==> src/rtl/jtag_dr_responder.sv <==
// User-side data-register responder behind a 9-bit-IR virtual JTAG hub port, bridging DR scans to word handshakes.
// Optional scan-length checking on update is enabled by defining JTAG_DR_LEN_CHECK_EN.
module jtag_dr_responder #(
    parameter int                IR_W     = 9,
    parameter int                DATA_W   = 32,
    parameter logic [DATA_W-1:0] ID_VALUE = 32'h4A54_4147
) (
    input  logic              tck,
    input  logic              rst,
    input  logic              tdi,
    output logic              tdo,
    input  logic [IR_W-1:0]   ir_in,
    output logic [IR_W-1:0]   ir_out,
    input  logic              virtual_state_cdr,
    input  logic              virtual_state_sdr,
    input  logic              virtual_state_e1dr,
    input  logic              virtual_state_pdr,
    input  logic              virtual_state_e2dr,
    input  logic              virtual_state_udr,
    input  logic              virtual_state_cir,
    input  logic              virtual_state_uir,
    output logic [DATA_W-1:0] wr_data,
    output logic              wr_valid,
    input  logic              wr_ready,
    input  logic [DATA_W-1:0] rd_data,
    input  logic              rd_valid,
    output logic              rd_ready,
    output logic [1:0]        dbg_state_o
);

    localparam int CNT_W = $clog2(DATA_W + 2);

    typedef enum logic [1:0] {S_IDLE, S_ARMED, S_SHIFT, S_PAUSE} state_t;
    typedef enum logic [2:0] {DR_BYPASS, DR_ID, DR_WRITE, DR_READ, DR_STATUS} dr_sel_t;

    function automatic dr_sel_t decode(input logic [IR_W-1:0] ir);
        dr_sel_t sel;
        sel = DR_BYPASS;
        if (ir == IR_W'(1)) sel = DR_ID;
        else if (ir == IR_W'(2)) sel = DR_WRITE;
        else if (ir == IR_W'(3)) sel = DR_READ;
        else if (ir == IR_W'(4)) sel = DR_STATUS;
        return sel;
    endfunction

    function automatic logic [CNT_W-1:0] dr_len(input dr_sel_t sel);
        logic [CNT_W-1:0] len;
        case (sel)
            DR_BYPASS: len = CNT_W'(1);
            DR_STATUS: len = CNT_W'(8);
            default:   len = CNT_W'(DATA_W);
        endcase
        return len;
    endfunction

    state_t            state_q, state_d;
    logic [IR_W-1:0]   ir_q, ir_d;
    logic [DATA_W-1:0] sr_q, sr_d;
    logic [CNT_W-1:0]  cnt_q, cnt_d;
    logic [DATA_W-1:0] wr_data_q, wr_data_d;
    logic              wr_valid_q, wr_valid_d;
    logic              short_err_q, short_err_d;
    logic              underflow_q, underflow_d;
    logic              overflow_q, overflow_d;
    logic [IR_W-1:0]   ir_out_q, ir_out_d;

    dr_sel_t          cap_sel, cur_sel;
    logic [CNT_W-1:0] cur_len;
    logic             in_scan, do_capture, do_shift, do_update, len_ok, commit;
    logic             wr_fire, wr_commit, status_clr;
    logic             short_set, underflow_set, overflow_set;
    logic             rd_pop;

    // State register
    always_ff @(posedge tck) begin
        if (rst) state_q <= S_IDLE;
        else     state_q <= state_d;
    end

    // Next-state logic; cir aborts any scan, cdr (re)arms from any state
    always_comb begin
        state_d = state_q;
        if (virtual_state_cir) begin
            state_d = S_IDLE;
        end else if (virtual_state_cdr) begin
            state_d = S_ARMED;
        end else begin
            case (state_q)
                S_ARMED: begin
                    if (virtual_state_udr)      state_d = S_IDLE;
                    else if (virtual_state_sdr) state_d = S_SHIFT;
                end
                S_SHIFT: begin
                    if (virtual_state_udr) state_d = S_IDLE;
                    else if (virtual_state_e1dr || virtual_state_pdr || virtual_state_e2dr)
                        state_d = S_PAUSE;
                end
                S_PAUSE: begin
                    if (virtual_state_udr)      state_d = S_IDLE;
                    else if (virtual_state_sdr) state_d = S_SHIFT;
                end
                default: state_d = S_IDLE;
            endcase
        end
    end

    // Output and datapath next-state logic
    always_comb begin
        cap_sel    = decode(ir_in);
        cur_sel    = decode(ir_q);
        cur_len    = dr_len(cur_sel);
        in_scan    = (state_q != S_IDLE);
        do_capture = virtual_state_cdr && !virtual_state_cir;
        do_shift   = virtual_state_sdr && in_scan && !virtual_state_cir && !virtual_state_cdr;
        do_update  = virtual_state_udr && in_scan && !virtual_state_cir && !virtual_state_cdr;
`ifdef JTAG_DR_LEN_CHECK_EN
        len_ok     = (cnt_q == cur_len);
        short_set  = do_update && !len_ok;
`else
        len_ok     = 1'b1;
        short_set  = 1'b0;
`endif
        commit        = do_update && len_ok;
        rd_pop        = do_capture && (cap_sel == DR_READ) && rd_valid;
        underflow_set = do_capture && (cap_sel == DR_READ) && !rd_valid;

        ir_d = ir_q;
        if (virtual_state_cir || virtual_state_uir || virtual_state_cdr) ir_d = ir_in;

        sr_d  = sr_q;
        cnt_d = cnt_q;
        if (do_capture) begin
            cnt_d = '0;
            case (cap_sel)
                DR_ID:   sr_d = ID_VALUE;
                DR_READ: sr_d = rd_valid ? rd_data : '0;
                DR_STATUS: begin
                    sr_d      = '0;
                    sr_d[7:0] = {3'b000, short_err_q, underflow_q, overflow_q, rd_valid, wr_valid_q};
                end
                default: sr_d = '0;
            endcase
        end else if (do_shift) begin
            if (cnt_q != cur_len + CNT_W'(1)) cnt_d = cnt_q + CNT_W'(1);
            case (cur_sel)
                DR_BYPASS: sr_d[0]   = tdi;
                DR_STATUS: sr_d[7:0] = {tdi, sr_q[7:1]};
                default:   sr_d      = {tdi, sr_q[DATA_W-1:1]};
            endcase
        end

        // A same-cycle handshake frees the slot, so the new word loads without overflow
        wr_fire      = wr_valid_q && wr_ready;
        wr_commit    = commit && (cur_sel == DR_WRITE);
        overflow_set = wr_commit && wr_valid_q && !wr_ready;
        wr_valid_d   = wr_valid_q && !wr_fire;
        wr_data_d    = wr_data_q;
        if (wr_commit && (!wr_valid_q || wr_ready)) begin
            wr_data_d  = sr_q;
            wr_valid_d = 1'b1;
        end

        status_clr  = commit && (cur_sel == DR_STATUS);
        short_err_d = (short_err_q && !(status_clr && sr_q[4])) || short_set;
        underflow_d = (underflow_q && !(status_clr && sr_q[3])) || underflow_set;
        overflow_d  = (overflow_q  && !(status_clr && sr_q[2])) || overflow_set;

        ir_out_d      = '0;
        ir_out_d[4:0] = {short_err_q, underflow_q, overflow_q, rd_valid, wr_valid_q};

        tdo         = sr_q[0];
        rd_ready    = rd_pop && !rst;
        wr_data     = wr_data_q;
        wr_valid    = wr_valid_q;
        ir_out      = ir_out_q;
        dbg_state_o = state_q;
    end

    always_ff @(posedge tck) begin
        if (rst) begin
            ir_q        <= '0;
            sr_q        <= '0;
            cnt_q       <= '0;
            wr_data_q   <= '0;
            wr_valid_q  <= 1'b0;
            short_err_q <= 1'b0;
            underflow_q <= 1'b0;
            overflow_q  <= 1'b0;
            ir_out_q    <= '0;
        end else begin
            ir_q        <= ir_d;
            sr_q        <= sr_d;
            cnt_q       <= cnt_d;
            wr_data_q   <= wr_data_d;
            wr_valid_q  <= wr_valid_d;
            short_err_q <= short_err_d;
            underflow_q <= underflow_d;
            overflow_q  <= overflow_d;
            ir_out_q    <= ir_out_d;
        end
    end

endmodule

==> config.mk <==
export PLATFORM = sky130hd
export DESIGN_NAME = jtag_dr_responder
export DESIGN_NICKNAME = d
export VERILOG_FILES = /design/src/rtl/jtag_dr_responder.sv
export SDC_FILE = /design/constraint.sdc
export NUM_CORES = 1
export LEC_CHECK = 0
export CAP_MARGIN = 20
export CORE_MARGIN = 2
export CORE_UTILIZATION = 25
export DETAILED_ROUTE_END_ITERATION = 8
export GPL_ROUTABILITY_DRIVEN = 0
export MAX_ROUTING_LAYER = met4
export PLACE_DENSITY = 0.43
export SYNTH_ARGS = -nofsm -noshare
export SYNTH_HDL_FRONTEND = slang
export SYNTH_SLANG_ARGS = --single-unit
==> constraint.sdc <==
create_clock -name tck -period 2.6 [get_ports tck]
set_input_delay 0.52 -clock tck [delete_from_list [all_inputs] [get_ports tck]]
set_output_delay 0.52 -clock tck [all_outputs]
set_load 0.03 [all_outputs]
* Yosys cells after proc, flatten, opt, wreduce, memory -nomap -nowiden
Index checks and enable logic that the tools add are counted.
** Cells by class
- Mux-type cells :: 22
- Reduce and logical (&&, ||, !) cells :: 52
- Eq/ne operators :: 22
** Operators by type and width (count)
- $mux 32 :: 3
- $pmux 32 s3 :: 1
- $eq 9x2->1 const B :: 4
- $logic_and 1x1->1 :: 24
- $mux 24 :: 1
- $mux 3 :: 8
- $eq 9x1->1 const B :: 2
- $eq 9x3->1 const B :: 2
- $pmux 7 s2 :: 1
- $logic_not 1->1 :: 10
- $mux 2 :: 4
- $reduce_and 2->1 :: 4
- $logic_or 1x1->1 :: 7
- $eq 3x2->1 const B :: 2
- $eq 3x3->1 const B :: 2
- $reduce_or 2->1 :: 3
- $eq 2x2->1 const B :: 2
- $ne 4x1->1 const B :: 1
- $ne 4x4->1 const B :: 1
- $pmux 2 s2 :: 1
- $reduce_bool 2->1 :: 2
- $eq 3x1->1 const B :: 1
- $logic_not 3->1 :: 1
- $mux 1 :: 3
- 6 further kinds :: 6
** Storage, ports and cells
- Input port bits :: 54
- Bits in registers :: 88
- Word-level logic and storage cells :: 109
- Output and inout bits :: 46

* Logic depth before layout (Yosys ltp)
Gate-level depths: netlist (run 1).
- Depth in word-level cells :: 11
- Gate-level depth with buffers :: 7
- Gate-level depth less buffers :: 5

* Worst setup path before layout (run 1)
OpenSTA, ideal clock, no wires.
- Path kind :: in2out
- From :: in virtual_state_cdr
- To :: out rd_ready
- Data arrival time :: 2249 ps
- Data required time :: 2080 ps
- Stages on the path :: 5
- Buffers on the path :: 3
- Slack :: -169 ps
- Path through :: clkbuf_1 -> nand2b_1 -> buf_2 -> clkbuf_1 -> nor4_1
** On the way
- Word-level cells in the longest chain between the ends :: 4
** Ends and longest elaborated chain
- start: declaration :: RTL line 14 : input logic virtual_state_cdr,
- $logic_and 1x1->1 :: RTL line 113 : do_capture = virtual_state_cdr && !virtual_state_cir;
- $logic_and 1x1->1 (2 in series) :: RTL line 124 : rd_pop = do_capture && (cap_sel == DR_READ) && rd_valid;
- $logic_and 1x1->1 :: RTL line 172 : rd_ready = rd_pop && !rst;
- end: declaration :: RTL line 27 : output logic rd_ready,
Every way passes these cells.

* Worst setup path after layout (run 1)
- From :: in ir_in[1]
- To :: out rd_ready
** On the way
- Word-level cells in the longest chain between the ends :: 9
- Elaborated cells between the ends (all ways) :: 12
- Those cells by class :: eq/ne (5); mux (4); reduce/logical (3)
** Ends and longest elaborated chain
- start: declaration :: RTL line 12 : input logic [IR_W-1:0] ir_in,
- $eq 9x3->1 :: RTL line 42 : else if (ir == IR_W'(4)) sel = DR_STATUS;
- $mux 3 :: RTL line 42
- $mux 3 :: RTL line 41 : else if (ir == IR_W'(3)) sel = DR_READ;
- $mux 3 :: RTL line 40 : else if (ir == IR_W'(2)) sel = DR_WRITE;
- $mux 3 * :: RTL line 39 : if (ir == IR_W'(1)) sel = DR_ID;
- $eq 3x2->1 * :: RTL line 124
- $logic_and 1x1->1 * (2 in series) :: RTL line 124
- $logic_and 1x1->1 * :: RTL line 172
Mark *: on every way between the ends. The rest lies on a longest branch, timed or not.

==> impl_metrics.env, run 1 <==
export IMPL_status="complete, no violations"
export IMPL_drtPass1Iterations=4
export IMPL_swShare_pct=23.63
export IMPL_endpoint_kind="primary output"
export IMPL_wl_per_cell_um=15.61
export IMPL_synth_edf_count=0
export IMPL_wirelength_um=10760
export IMPL_antenna_cells=0
export IMPL_rsz0062_at_grt="false"
export IMPL_grt_max_degree=28
export IMPL_dieArea_sq_um=15520
export IMPL_synth_common_cells="dfxtp_1 (84), nor2_1 (65), nand2_1 (38)"
export IMPL_area_growth_pct=43.65
export IMPL_seqPwrFrac_pct=44.9
export IMPL_fin_setup_tns_ns=0
export IMPL_drt_initial_drc_count=130
export IMPL_num_vias=3256
export IMPL_route_detailed_drc=0
export IMPL_cts_hold_buffers=0
export IMPL_path_max_fanout=2
export IMPL_crit_required_ns=2.08
export IMPL_setup_viol_count_final=0
export IMPL_numCtsBuffers=9
export IMPL_ir_worst_vdd_mv=0.2756
export IMPL_final_util_pct=36.34
export IMPL_pre_cts_slack_ns=0.01355
export IMPL_clock_fmax_ghz=0.3974
export IMPL_total_power_mw=3.039
export IMPL_cts_sinks=84
export IMPL_slowest_stage="clkdlybuf4s50_1"
export IMPL_slew_viol_final=0
export IMPL_dieWidth_um=124.6
export IMPL_leakage_nw=1.889
export IMPL_p_int_mw=2.321
export IMPL_numPortBuffers=95
export IMPL_yosysMostFrequentCell="dfxtp_1"
export IMPL_synthesis_area_sq_um=3635
export IMPL_min_period_over_period_pct=96.78
export IMPL_ys_flop_type="dfxtp_1"
export IMPL_cts_max_path_buffers=2
export IMPL_cp_start_kind="input port"
export IMPL_yosysTopAreaCellShare_pct=46.27
export IMPL_tritoncts="built"
export IMPL_synth_cell_types=52
export IMPL_path_clk_slew_ns=0.07
export IMPL_grt_pass1_wl_um=17590
export IMPL_dp_hpwl_um=7817
export IMPL_ys_seq_area_share_pct=46.27
export IMPL_cts_setup_buffers=0
export IMPL_htreeDepth=3
export IMPL_yosys_area_top_type="dfxtp_1"
export IMPL_cts_root_buf="clkbuf_16"
export IMPL_core_area_sq_um=14370
export IMPL_min_period_ns=2.516
export IMPL_grt_pass1_vias=3220
export IMPL_placementRows=44
export IMPL_clk_latency_ns=0.34
export IMPL_ios=100
export IMPL_critical_path_class="in2out"
export IMPL_worstPathArrival_ns=2.00
export IMPL_p_switching_mw=0.7181
export IMPL_ys_warn_count=0
export IMPL_track_usage_pct=14.67
export IMPL_worst_hold_path_type="in2reg"
export IMPL_drive_gt1_share_pct=13.07
export IMPL_worst_pin_slew_ns=0.7597
export IMPL_maxCapViolations=0
export IMPL_clockPowerShare_pct=45.5
export IMPL_place_area_sq_um=4877
export IMPL_ys_ff_latch=84
export IMPL_viasPerCell=4.726
export IMPL_async_reset_ff_share_pct=0
export IMPL_start_util_pct=25.30
export IMPL_fin_worst_skew_ns=0.008809
export IMPL_powerDensity_nw_per_um2=582.0
export IMPL_setup_ws_ns=0.08370
export IMPL_die_h_um=124.6
export IMPL_synthTopCellsByArea="dfxtp_1 (46%), mux2i_1 (9.6%), nor2_1 (6.7%)"
export IMPL_synth_avg_cell_area_sq_um=9.225
export IMPL_syn_instance_count=394
export IMPL_crit_chain="clkdlybuf4s50_1 -> nand2_1 -> or3_4 -> nor4_4 -> buf_4 -> buf_12"
export IMPL_grt_ovfl_total=0
export IMPL_maxSlewHeadroom_pct=49.29
export IMPL_nets=554
export IMPL_hold_viol=0
export IMPL_slowest_delay_ns=0.49
export IMPL_share_comb_of_total_power_pct=9.6
export IMPL_grt_antenna_before_repair=0
export IMPL_final_cell_area_sq_um=5221
export IMPL_antenna_left=0
[power groups by stage]
stage | registers, mW | logic, mW | clock network (mW)
after CTS | 1.36 | 0.295 | 1.43
final | 1.36 | 0.293 | 1.38
after global placement | 1.39 | 0.292 | 0
after floorplan | 1.38 | 0.149 | 0
after detailed placement | 1.39 | 0.293 | 0
after global routing | 1.37 | 0.324 | 1.47
[timing repair]
action	4_1_cts	5_1_grt
setup endpoints to repair	0	1
gates resized for setup	0	5
endpoints found under the hold margin	0	0
[final timing paths]
check / startpoint / endpoint / slack, ns / cells past startpoint
setup / recovery: ir_in[1] / rd_ready / 0.08 / 6
hold reg to reg: ir_q[6] / ir_q[6] / 0.47 / 2
hold / removal: rst / wr_data[5] / 0.46 / 2
setup reg to reg: ir_q[3] / sr_q[3] / 0.56 / 5
[layout by cell type, fill, tap and decap left out, types with 9 or more instances in the layout]
cell,synthesis,final
buf_4,4,24
nand2_1,38,38
dfxtp_1,84,84
clkbuf_16,0,9
clkdlybuf4s50_1,0,91
nor2b_1,9,9
a221oi_1,10,10
o21ai_0,21,21
mux2i_1,35,35
a21oi_1,16,16
nor2_1,65,65
[routing by layer]
| metal | GRT usage [%] | vias to the layer above | share of wire [%] |
|---|---|---|---|
| li1 | - | 1620 | - |
| met1 | 19.42 | 1553 | 49 |
| met2 | 22.40 | 71 | 46 |
| met3 | 2.448 | 12 | 3.6 |
| met4 | 5.750 | 0 | 1.8 |
| met5 | - | - | 0 |
[through the flow]
step,instances,hold slack [ns]
2_1_floorplan,397,0.4431
3_3_place_gp,673,0.4572
3_5_place_dp,673,0.4671
4_1_cts,689,0.4367
5_1_grt,689,0.4729
6_report,689,0.4624
[worst max-delay path: cells and delay by family]
kind | cells | cell delay [ns]
simple gates | 3 | 0.71
buf+inv | 3 | 0.77
[sequential cells by signal (all words and copies together) (netlist names)]
signal and count:
sr_q 32, wr_data 32, ir_q 9, ir_out 5, dbg_state_o 2, overflow_q 1, short_err_q 1, underflow_q 1
wr_valid 1
[cell families after synthesis]
logic type	synth area share, %
multiplexers	10.26
flip-flops	46.26
AO/OA/AOI/OAI	19.45
buffers and inverters	4.612
other	0.1032
AND/OR/NAND/NOR	19.31
[layout make-up]
cell class / count / area (sq um)
clock inverter: 5 / 85.08
tap: 184 / 230.2
sequential: 84 / 1682
timing repair buffer: 120 / 1161
fill: 1467 / 9148
inverter: 1 / 3.754
clock buffer: 11 / 232.7
multi-input combinational: 284 / 1827
Note: power is estimated with default switching activity, not from simulation.
==> inputs of run 2 (changes only) <==
==> constraint.sdc (replaced) <==
create_clock -name tck -period 3.11 [get_ports tck]
set_input_delay 0.622 -clock tck [delete_from_list [all_inputs] [get_ports tck]]
set_output_delay 0.622 -clock tck [all_outputs]
set_load 0.03 [all_outputs]
==> impl_metrics.env, run 2 (synthesized netlist as in run 1, its figures left out) <==
export IMPL_min_delay_start="ir_q[6]"
export IMPL_viasPerCell=4.729
export IMPL_min_path_cells=2
export IMPL_clk_latency_ns=0.34
export IMPL_slew_viol_final=0
export IMPL_maxSlewHeadroom_pct=48.67
export IMPL_grt_pass1_vias=3177
export IMPL_num_vias=3211
export IMPL_place_area_sq_um=4783
export IMPL_die_h_um=124.6
export IMPL_numCtsBuffers=9
export IMPL_cp_num_buf_inv=3
export IMPL_setup_ws_ns=0.1265
export IMPL_placed_cells=663
export IMPL_numPortBuffers=95
export IMPL_fin_worst_skew_ns=0.009310
export IMPL_total_power_mw=2.468
export IMPL_r2r_end="sr_q[4]"
export IMPL_cts_setup_buffers=0
export IMPL_endpoint_kind="primary output"
export IMPL_status="complete, no violations"
export IMPL_tritoncts="built"
export IMPL_core_area_sq_um=14370
export IMPL_seqPwrFrac_pct=46.2
export IMPL_worst_hold_path_type="reg2reg"
export IMPL_cts_max_path_buffers=2
export IMPL_antenna_left=0
export IMPL_path_clk_slew_ns=0.06
export IMPL_wirelength_um=10800
export IMPL_grt_antenna_before_repair=0
export IMPL_p_switching_mw=0.5961
export IMPL_slowest_stage="clkdlybuf4s50_1"
export IMPL_route_detailed_drc=0
export IMPL_htreeDepth=3
export IMPL_drive_gt1_share_pct=10.91
export IMPL_grt_pass1_wl_um=17490
export IMPL_dieWidth_um=124.6
export IMPL_antenna_cells=0
export IMPL_drt_initial_drc_count=130
export IMPL_r2r_cells=5
export IMPL_nets=544
export IMPL_path_max_fanout=5
export IMPL_hold_end="ir_q[6]"
export IMPL_placementRows=44
export IMPL_pre_cts_slack_ns=0.1186
export IMPL_fin_cells=679
export IMPL_leakage_nw=1.802
export IMPL_critical_path_top_delay_family="simple AND/OR/NAND/NOR gates"
export IMPL_rsz0062_at_grt="false"
export IMPL_grt_ovfl_total=0
export IMPL_cts_root_buf="clkbuf_16"
export IMPL_fin_setup_tns_ns=0
export IMPL_setup_viol_count_final=0
export IMPL_final_cell_area_sq_um=5086
export IMPL_worstPathArrival_ns=2.36
export IMPL_clock_fmax_ghz=0.3352
export IMPL_share_comb_of_total_power_pct=9.6
export IMPL_swShare_pct=24.16
export IMPL_track_usage_pct=14.49
export IMPL_cts_sinks=84
export IMPL_dieArea_sq_um=15520
export IMPL_grt_max_degree=39
export IMPL_clockPowerShare_pct=44.2
export IMPL_p_int_mw=1.872
export IMPL_final_util_pct=35.40
export IMPL_critical_path_class="in2out"
export IMPL_rrSetupSlack_ns=1.02
export IMPL_crit_chain="clkdlybuf4s50_1 -> nand2b_1 -> or3_1 -> nor4_1 -> buf_4 -> buf_12"
export IMPL_start_util_pct=25.30
export IMPL_crit_required_ns=2.49
export IMPL_dp_hpwl_um=7711
export IMPL_layout_common_cells="clkdlybuf4s50_1 (93), dfxtp_1 (84), nor2_1 (65), nand2_1 (38), mux2i_1 (35)"
export IMPL_cts_hold_buffers=0
export IMPL_fin_hold_ws_ns=0.4666
export IMPL_wl_per_cell_um=15.91
export IMPL_cp_start_kind="input port"
export IMPL_min_period_over_period_pct=95.93
export IMPL_ios=100
export IMPL_ir_worst_vdd_mv=0.2056
export IMPL_cts_resized=0
export IMPL_worst_pin_slew_ns=0.7691
export IMPL_hold_viol=0
export IMPL_powerDensity_nw_per_um2=485.2
export IMPL_mostFrequentLayoutCell="clkdlybuf4s50_1"
export IMPL_maxCapViolations=0
export IMPL_min_period_ns=2.984
export IMPL_drtPass1Iterations=4
export IMPL_rr_startpoint="ir_q[3]"
export IMPL_area_growth_pct=39.93
export IMPL_slowest_delay_ns=0.47
-- run 2: changes by cell type in the layout (fill, tap and decap cells not counted) --
cell	previous run	this run
buf_12	2	1
buf_4	24	15
bufinv_16	2	1
clkbuf_1	2	1
clkbuf_8	0	1
clkdlybuf4s50_1	91	93
clkinv_2	0	1
dlymetal6s2s_1	2	0
nand2b_1	0	1
nand2b_4	1	0
nor4_1	1	2
nor4_4	3	2
or3_1	2	3
or3_4	1	0
-- run 2: area by class of cell --
type                            instances  area, sq um
Fill cell                            1488         9283
Inverter                                1        3.754
Timing Repair Buffer                  110         1069
Clock buffer                           11        242.7
Tap cell                              184        230.2
Clock inverter                          5        60.06
Multi-Input combinational cell        284         1799
Sequential cell                        84         1682
-- run 2: routing by layer --
layer / vias up / GRT usage [%] / wire length (um)
met1: 1528 / 19.21 / 5229
li1: 1596 / - / -
met4: 0 / 5.552 / 131
met3: 9 / 2.534 / 446
met5: - / - / 0
met2: 78 / 22.08 / 4992
-- run 2: worst register-to-register path, cell delays in order (launching register included) --
cell and delay, ns:
dfxtp_1 0.33, nor4_4 0.42, nand4b_1 0.28, nand3b_1 0.47, o21a_1 0.29, o221a_1 0.20
-- run 2: power by group through the flow --
stage / clock network (mW) / logic [mW] / registers, mW
5_1_grt: 1.17 / 0.260 / 1.15
3_5_place_dp: 0 / 0.239 / 1.16
2_1_floorplan: 0 / 0.124 / 1.16
4_1_cts: 1.13 / 0.240 / 1.14
3_3_place_gp: 0 / 0.237 / 1.16
6_report: 1.09 / 0.237 / 1.14
-- run 2: worst max-delay path by stage --
stage | from | end | cells after the start
after floorplan | virtual_state_cdr | rd_ready | 5
after global placement | ir_in[2] | rd_ready | 6
after CTS | ir_in[2] | rd_ready | 6
after detailed placement | ir_in[2] | rd_ready | 6
final | ir_in[2] | rd_ready | 6
after global routing | ir_in[2] | rd_ready | 6
==> inputs of run 3 (changes only) <==
--- a/config.mk
+++ b/config.mk
@@ -6,12 +6,14 @@
 export NUM_CORES = 1
 export LEC_CHECK = 0
 export CAP_MARGIN = 20
+export CELL_PAD_IN_SITES_DETAIL_PLACEMENT = 1
+export CELL_PAD_IN_SITES_GLOBAL_PLACEMENT = 2
 export CORE_MARGIN = 2
 export CORE_UTILIZATION = 25
 export DETAILED_ROUTE_END_ITERATION = 8
 export GPL_ROUTABILITY_DRIVEN = 0
 export MAX_ROUTING_LAYER = met4
-export PLACE_DENSITY = 0.43
+export PLACE_DENSITY = 0.67
 export SYNTH_ARGS = -nofsm -noshare
 export SYNTH_HDL_FRONTEND = slang
 export SYNTH_SLANG_ARGS = --single-unit
==> impl_metrics.env, run 3 (synthesized netlist as in run 1, its figures left out) <==
export IMPL_status="complete, no violations"
export IMPL_path_max_fanout=5
export IMPL_powerDensity_nw_per_um2=488.0
export IMPL_antenna_left=0
export IMPL_fin_cells=679
export IMPL_start_util_pct=25.30
export IMPL_placed_cells=662
export IMPL_nets=543
export IMPL_placementRows=44
export IMPL_die_h_um=124.6
export IMPL_cts_resized=0
export IMPL_fin_worst_skew_ns=0.004967
export IMPL_numCtsBuffers=9
export IMPL_clk_latency_ns=0.34
export IMPL_maxSlewHeadroom_pct=49.32
export IMPL_rsz0062_at_grt="false"
export IMPL_cts_max_path_buffers=2
export IMPL_tritoncts="built"
export IMPL_critical_path_class="in2out"
export IMPL_cp_start_kind="input port"
export IMPL_cts_setup_buffers=0
export IMPL_slew_viol_final=0
export IMPL_fin_setup_tns_ns=0
export IMPL_leakage_nw=1.799
export IMPL_wl_per_cell_um=16.90
export IMPL_area_growth_pct=39.72
export IMPL_layout_common_cells="clkdlybuf4s50_1 (93), dfxtp_1 (84), nor2_1 (65), nand2_1 (38), mux2i_1 (35)"
export IMPL_dp_hpwl_um=8151
export IMPL_grt_pass1_wl_um=18860
export IMPL_path_clk_slew_ns=0.06
export IMPL_grt_antenna_before_repair=1
export IMPL_worstPathArrival_ns=2.20
export IMPL_maxCapViolations=0
export IMPL_core_area_sq_um=14370
export IMPL_wirelength_um=11480
export IMPL_cts_hold_buffers=0
export IMPL_setup_viol_count_final=0
export IMPL_hold_viol=0
export IMPL_drive_gt1_share_pct=10.93
export IMPL_drt_initial_drc_count=145
export IMPL_grt_ovfl_total=0
export IMPL_num_vias=3227
export IMPL_cts_sinks=84
export IMPL_min_period_ns=2.820
export IMPL_drtPass1Iterations=4
export IMPL_min_period_over_period_pct=90.68
export IMPL_clock_fmax_ghz=0.3546
export IMPL_ir_worst_vdd_mv=0.2295
export IMPL_dieArea_sq_um=15520
export IMPL_crit_required_ns=2.49
export IMPL_route_detailed_drc=0
export IMPL_htreeDepth=3
export IMPL_mostFrequentLayoutCell="clkdlybuf4s50_1"
export IMPL_endpoint_kind="primary output"
export IMPL_worst_pin_slew_ns=0.7593
export IMPL_cts_root_buf="clkbuf_16"
export IMPL_grt_max_degree=33
export IMPL_viasPerCell=4.753
export IMPL_worst_hold_path_type="reg2reg"
export IMPL_track_usage_pct=15.77
export IMPL_ios=100
export IMPL_numPortBuffers=95
export IMPL_dieWidth_um=124.6
export IMPL_grt_pass1_vias=3455
==> run 3: changes by cell type in the layout (fill, tap and decap cells not counted), sizes merged <==
cell	before	now
clkbuf	11	9
clkinv	2	4
diode	0	1
clkinvlp	1	0
buf	17	16
inv	2	3
==> run 3: power by group <==
group / internal, mW / switching, mW / leakage [nW]
clock: 0.628 / 0.469 / 0.150
combinational: 0.116 / 0.125 / 0.964
sequential: 1.11 / 0.0305 / 0.685
==> run 3: area by class of cell <==
type	instances	area [sq um]
repair buffers	109	1061
inverters	1	3.754
clock inverters	7	75.07
multi-input cells	284	1799
flip-flops and latches	84	1682
diodes	1	2.502
well taps	184	230.2
fillers	1637	9290
clock buffers	9	225.2
==> run 3: path summary, 6_finish.rpt <==
kind | from | endpoint | slack (ns) | cells past startpoint
worst max-delay path | ir_in[2] | rd_ready | 0.29 | 5
worst max register to register | ir_q[3] | sr_q[3] | 1.05 | 5
worst min register to register | ir_q[6] | ir_q[6] | 0.47 | 2
worst min-delay path | ir_q[6] | ir_q[6] | 0.47 | 2
==> run 3: through the flow <==
step	setup slack (ns)	power, mW	hold WS [ns]	cell area (sq um)	util [%]
6_report	0.2900	2.478	0.4683	5079	35.34
3_5_place_dp	0.2632	1.408	0.4607	4776	33.24
3_3_place_gp	0.2838	1.404	0.4569	4776	33.24
2_1_floorplan	0.1372	1.282	0.4431	3646	-
4_1_cts	0.2668	2.515	0.4699	5076	35.33
5_1_grt	0.1434	2.584	0.5106	5079	35.34
==> run 3: routing by layer <==
layer | routed length [um] | global-route usage, % | vias to the layer above
met4 | 269 | 7.270 | 0
met1 | 5589 | 20.80 | 1549
met3 | 326 | 2.234 | 19
met5 | 0 | - | -
li1 | - | - | 1595
met2 | 5290 | 23.95 | 64
==> run 3: critical path, stage by stage <==
cell and delay [ns]:
clkdlybuf4s50_1 0.48, nand2b_1 0.19, or3_1 0.43, nor4_1 0.25, buf_4 0.22
